`config.mk`:
```
export PLATFORM = sky130hd
export DESIGN_NAME = instr_fetch_unit
export DESIGN_NICKNAME = d
export VERILOG_FILES = /design/src/rtl/fetch_pkg.sv /design/src/rtl/fetch_buffer.sv /design/src/rtl/instr_fetch_unit.sv
export SDC_FILE = /design/constraint.sdc
export NUM_CORES = 1
export LEC_CHECK = 0
export CAP_MARGIN = 20
export CELL_PAD_IN_SITES_DETAIL_PLACEMENT = 0
export CELL_PAD_IN_SITES_GLOBAL_PLACEMENT = 2
export CORE_MARGIN = 10
export CORE_UTILIZATION = 37
export CTS_CLUSTER_DIAMETER = 40
export DETAILED_ROUTE_END_ITERATION = 7
export DONT_BUFFER_PORTS = 1
export GPL_TIMING_DRIVEN = 1
export PLACE_DENSITY_LB_ADDON = 0.1
export SETUP_SLACK_MARGIN = 0.02
export SLEW_MARGIN = 15
export SYNTH_ARGS = -nofsm -noshare
export SYNTH_HDL_FRONTEND = slang
export SYNTH_HIERARCHICAL = 1
export SYNTH_SLANG_ARGS = --single-unit
```
`constraint.sdc`:
```
create_clock -name clk -period 2.7 [get_ports clk]
set_clock_uncertainty 0.05 [all_clocks]
set_input_delay 0.135 -clock clk [delete_from_list [all_inputs] [get_ports clk]]
set_output_delay 0.135 -clock clk [all_outputs]
set_load 0.01 [all_outputs]
```
`src/rtl/fetch_pkg.sv`:
```
// Shared types and helpers for the instruction fetch unit.
// The JAL target helper is only used when FETCH_JAL_PREDICT_EN is defined.
package fetch_pkg;

  localparam int XLEN    = 32;
  localparam int INSTR_W = 32;

  localparam logic [6:0] OPC_JAL = 7'b1101111;

  typedef struct packed {
    logic [XLEN-1:0]    pc;
    logic [INSTR_W-1:0] instr;
    logic               pred;
  } fetch_entry_t;

  // J-type immediate: imm[20|10:1|11|19:12] in instr[31:12], bit 0 implied zero
  function automatic logic [XLEN-1:0] jal_target(input logic [XLEN-1:0]    pc,
                                                 input logic [INSTR_W-1:0] instr);
    logic [XLEN-1:0] imm;
    logic            instr_low_unused;
    instr_low_unused = ^instr[11:0];
    imm = {{11{instr[31]}}, instr[31], instr[19:12], instr[20], instr[30:21], 1'b0};
    return pc + imm;
  endfunction

endpackage

```
`src/rtl/fetch_buffer.sv`:
```
// Synchronous FIFO holding fetched {pc, instr, pred} entries.
// Flush has priority over push and pop; depth must be a power of two.
module fetch_buffer
  import fetch_pkg::*;
#(
  parameter int DEPTH = 2
) (
  input  logic         clk,
  input  logic         rst,
  input  logic         push,
  input  logic         pop,
  input  logic         flush,
  input  fetch_entry_t wdata,
  output fetch_entry_t rdata,
  output logic         full,
  output logic         empty
);

  localparam int AW = $clog2(DEPTH);

  fetch_entry_t    mem_r [DEPTH];
  logic [AW-1:0]   wr_ptr_r;
  logic [AW-1:0]   rd_ptr_r;
  logic [AW:0]     count_r;
  logic            do_push_s;
  logic            do_pop_s;

  assign full      = (count_r == DEPTH[AW:0]);
  assign empty     = (count_r == {(AW+1){1'b0}});
  assign do_push_s = push && !full;
  assign do_pop_s  = pop && !empty;
  // An empty buffer presents an all-zero head so reset and flush look identical downstream
  assign rdata     = empty ? '0 : mem_r[rd_ptr_r];

  // Storage, pointers and occupancy; pointers wrap naturally at the power-of-two depth
  always_ff @(posedge clk) begin
    if (rst) begin
      wr_ptr_r <= {AW{1'b0}};
      rd_ptr_r <= {AW{1'b0}};
      count_r  <= {(AW+1){1'b0}};
      for (int i = 0; i < DEPTH; i++) begin
        mem_r[i] <= '0;
      end
    end else if (flush) begin
      wr_ptr_r <= {AW{1'b0}};
      rd_ptr_r <= {AW{1'b0}};
      count_r  <= {(AW+1){1'b0}};
    end else begin
      if (do_push_s) begin
        mem_r[wr_ptr_r] <= wdata;
        wr_ptr_r        <= wr_ptr_r + AW'(1);
      end
      if (do_pop_s) begin
        rd_ptr_r <= rd_ptr_r + AW'(1);
      end
      case ({do_push_s, do_pop_s})
        2'b10:   count_r <= count_r + {{AW{1'b0}}, 1'b1};
        2'b01:   count_r <= count_r - {{AW{1'b0}}, 1'b1};
        default: count_r <= count_r;
      endcase
    end
  end

endmodule

```
`src/rtl/instr_fetch_unit.sv`:
```
// Fetch front end: PC register, next-PC selection (redirect > JAL predict > +4), fetch buffer.
// Optional static JAL prediction is enabled with macro FETCH_JAL_PREDICT_EN.
module instr_fetch_unit
  import fetch_pkg::*;
#(
  parameter logic [31:0] RESET_PC = 32'h0000_0000,
  parameter int          FB_DEPTH = 2
) (
  input  logic        clk,
  input  logic        rst,
  output logic [31:0] imem_addr,
  input  logic [31:0] imem_data,
  input  logic        redirect_valid,
  input  logic [31:0] redirect_pc,
  output logic        fetch_valid,
  input  logic        fetch_ready,
  output logic [31:0] fetch_instr,
  output logic [31:0] fetch_pc,
  output logic        fetch_pred_taken
);

  logic [XLEN-1:0] pc_r;
  logic [XLEN-1:0] seq_pc_s;
  logic            pred_s;
  logic            push_s;
  logic            pop_s;
  logic            full_s;
  logic            empty_s;
  logic            redirect_lsb_unused_s;
  fetch_entry_t    entry_s;
  fetch_entry_t    head_s;

  assign redirect_lsb_unused_s = ^redirect_pc[1:0];

  assign imem_addr = pc_r;
  assign push_s    = !full_s && !redirect_valid;
  assign pop_s     = fetch_valid && fetch_ready;
  assign entry_s   = '{pc: pc_r, instr: imem_data, pred: pred_s};

  // Sequential next PC for the word being fetched this cycle
  always_comb begin
    pred_s   = 1'b0;
    seq_pc_s = pc_r + 32'd4;
`ifdef FETCH_JAL_PREDICT_EN
    if (imem_data[6:0] == OPC_JAL) begin
      pred_s   = 1'b1;
      seq_pc_s = jal_target(pc_r, imem_data);
    end else begin
      pred_s   = 1'b0;
      seq_pc_s = pc_r + 32'd4;
    end
`endif
  end

  // PC register: reset, then redirect, then advance only when the word was buffered
  always_ff @(posedge clk) begin
    if (rst) begin
      pc_r <= RESET_PC;
    end else if (redirect_valid) begin
      pc_r <= {redirect_pc[31:2], 2'b00};
    end else if (push_s) begin
      pc_r <= seq_pc_s;
    end else begin
      pc_r <= pc_r;
    end
  end

  fetch_buffer #(
    .DEPTH (FB_DEPTH)
  ) u_fetch_buffer (
    .clk   (clk),
    .rst   (rst),
    .push  (push_s),
    .pop   (pop_s),
    .flush (redirect_valid),
    .wdata (entry_s),
    .rdata (head_s),
    .full  (full_s),
    .empty (empty_s)
  );

  assign fetch_valid      = !empty_s;
  assign fetch_pc         = head_s.pc;
  assign fetch_instr      = head_s.instr;
  assign fetch_pred_taken = head_s.pred;

endmodule

```
==> impl_metrics.yaml <==
outcome:
  outcome: "completed"
grt:
  grt_pass1_vias: 5453
  antenna_found_initial: 1
  grt_max_degree: 67
  grt_overflow: 0
  grt_use_total_pct: 14.7
  grt_pass1_wl_um: 32400
power:
  power_frac_seq_pct: 51.3
  p_clk_share_pct: 39.5
  ir_drop_v: 0.000387
  p_int_mw: 4.30
  pwr_density_cell_mw_per_mm2: 582
  switching_share_pct: 25.1
  p_comb_share_pct: 9.2
  p_leak_nw: 3.50
  p_total_mw: 5.74
  switchingPower_mw: 1.44
placement:
  io_buffers: 0
  dpl_cell_area_mm2: 0.00843
  pre_cts_slack_ns: 0.446
  dp.final_hpwl_um: 13800
  place_congestion: 0.770
routing:
  drt-wirelength-per-cell_um: 19.3
  drtAntennaViolNets: 0
  drcViolationCount: 0
  via_count: 5486
  dr.first_iter.drc_count: 293
  drt-total-wl_um: 21000
  routed_via_density: 5.05
  first_pass_iters: 4
yosys:
  synth_async_sr_flop_share_pct: 0
  synth_edf_count: 130
  synth_area_mm2: 0.00799
  ys.flop_type: "edfxtp_1"
  yosys_warnings: 6
  syn_area_per_cell_um2: 11.5
  ys_types: 54
  ys_ff_latch: 165
  ys_seq_area_share_pct: 57.6
  syn_inst: 697
worst_setup_path:
  critPathTopFamily: "buffers and inverters"
  crit_path_end_kind: "flop"
  r2r-end: "imem_addr[13]"
  crit_cells: 7
  critPathBufInv: 2
  worstSetupPathType: "flop to flop"
  cp.required_ns: 2.96
  cp-endpoint: "imem_addr[13]"
  r2r_start: "u_fetch_buffer/count_r[0]"
  worst_ep_arrival_time_ns: 2.75
  rrSetupSlack_ns: 0.21
  cp-startpoint: "u_fetch_buffer/count_r[0]"
  cp_max_fo: 10
  reg2reg_depth: 7
  start_kind: "flop"
  cp_slowest_cell: "dlygate4sd3_1"
  crit_chain: "nor2b_4 -> nand3b_1 -> buf_4 -> nor4_1 -> mux2i_1 -> a21oi_1 -> dlygate4sd3_1"
  critPathMaxStageDelay_ns: 0.54
floorplan:
  die_w_um: 167
  io_pins: 166
  start_util_pct: 37.8
  die_y_um: 167
  std_cell_rows: 53
  coreArea_mm2: 0.0212
  die-area_mm2: 0.0279
cells_and_area:
  area_delta_synth_final_pct: 23.3
  final_common_cell: "and2_1"
  final_nets: 868
  final_cell_mix: "and2_1, edfxtp_1, nor2_1"
  stdcell_area_mm2: 0.00985
  drive_gt1_share_pct: 11.2
job:
  drv_cap: 0
sta:
  rsz0062_at_grt: "no"
  period_minus_slack_ns: 2.49
  layout_setup_ws_ns: 0.210
  max_freq_mhz: 402
  period_share_pct: 92.2
  hold_ws_ns: 0.0260
  worst_slew_pin_slew_ns: 0.833
  setup_viol: 0
  drv_slew: 0
  tns_ns: 0
  finalHoldViolations: 0
  slew_headroom_pct: 44.3
clocking:
  h-tree-depth: 4
  root_buffer: "clkbuf_16"
  clock_latency_ns: 0.43
  cts_sinks: 165
  numCtsBuffers: 17
  clk_pin_slew_worst_paths_ns: 0.07
  cts_tree: "yes"
  cts.path.max_buffers: 2
hold_path:
  hp-class: "input pin to flop"
-- sequential cells by signal, summed over array words and instances, names as in the netlist, named ones only --
register                 flops
u_fetch_buffer/rd_ptr_r      1
u_fetch_buffer/wr_ptr_r      1
u_fetch_buffer/mem_r       130
imem_addr                   30
u_fetch_buffer/count_r       2
-- power by group through the flow --
stage / sequential [mW] / clock, mW / combinational (mW)
after global placement: 2.99 / 0 / 0.402
after floorplan: 3.00 / 0 / 0.265
final: 2.94 / 2.27 / 0.529
after detailed placement: 3.00 / 0 / 0.410
after global routing: 2.96 / 2.44 / 0.585
after CTS: 2.94 / 2.33 / 0.538
-- logic make-up after synthesis --
| family | count (synthesis) | synth area share [%] |
|---|---|---|
| simple gates | 330 | 23.1 |
| flops | 165 | 57.6 |
| mux | 67 | 8.39 |
| buf+inv | 63 | 4.15 |
| compound gates | 56 | 4.95 |
| xor+xnor | 13 | 1.43 |
| fa+ha+maj | 2 | 0.313 |
| other cells | 1 | 0.0469 |
-- routing by layer --
layer	vias up	GRT usage [%]	wire length, µm
li1	2671	-	-
met1	2654	18.7	9340
met2	141	23.2	10000
met3	20	4.78	1360
met4	0	4.39	274
met5	-	0	0
-- synth_stat cells, drive strengths merged (2+ instances only) --
master / n / area share (%)
and4: 5 / 0.55
xor2: 5 / 0.55
dfxtp: 35 / 8.8
nand4: 10 / 0.86
or3: 7 / 0.55
a31oi: 3 / 0.23
o21ai: 6 / 0.38
inv: 17 / 0.80
or4: 3 / 0.28
o31ai: 2 / 0.19
a21oi: 12 / 0.75
a31o: 3 / 0.33
nand3: 9 / 0.56
and2: 132 / 10
nor2b: 5 / 0.49
a311o: 2 / 0.25
nand2: 21 / 0.99
a311oi: 5 / 0.55
clkbuf: 20 / 0.94
nand4b: 3 / 0.41
a2111oi: 5 / 0.55
a211oi: 13 / 1.2
xnor2: 8 / 0.88
edfxtp: 130 / 49
nor3: 11 / 0.75
nor4: 13 / 1.5
ha: 2 / 0.31
o21bai: 2 / 0.19
nand2b: 2 / 0.16
buf: 26 / 2.4
nand3b: 2 / 0.19
or2: 3 / 0.23
nor2: 98 / 4.6
mux2i: 67 / 8.4
-- through the flow --
step                utilization (%)  instances
CTS                            46.5       1084
global placement               39.9        968
floorplan                         -        704
finish                         46.6       1087
global route                   46.6       1087
detailed placement             39.9        968
-- repair_timing --
action,in CTS,in global routing
setup buffers,0,2
gates resized for setup,0,5
hold buffers,84,0
endpoints found under the hold margin,94,0
endpoints found under the setup margin,0,6
-- cell type report --
| type | count | area (µm²) |
|---|---|---|
| diodes | 1 | 2.50 |
| clock buffers | 17 | 425 |
| clock inverters | 15 | 120 |
| fillers | 1963 | 11300 |
| inverters | 17 | 63.8 |
| multi-input cells | 476 | 3090 |
| flip-flops and latches | 165 | 4610 |
| well taps | 275 | 344 |
| repair buffers | 121 | 1190 |
-- tightest hold or removal path: cells and delay by family --
family	cells	cell delay, ns
compound gates	1	0.04
simple gates	2	0.27
-- how the worst min path moves through the flow --
stage | start | endpoint | slack (ns) | cells past startpoint
floorplan | redirect_pc[3] | imem_addr[3] | 0.23 | 2
global placement | rst | imem_addr[2] | 0.17 | 1
detailed placement | rst | imem_addr[2] | 0.17 | 1
CTS | redirect_valid | imem_addr[29] | 0.008 | 3
global route | redirect_valid | imem_addr[29] | 0.02 | 3
finish | redirect_valid | imem_addr[29] | 0.03 | 3
(Power assumes the default switching activity.)
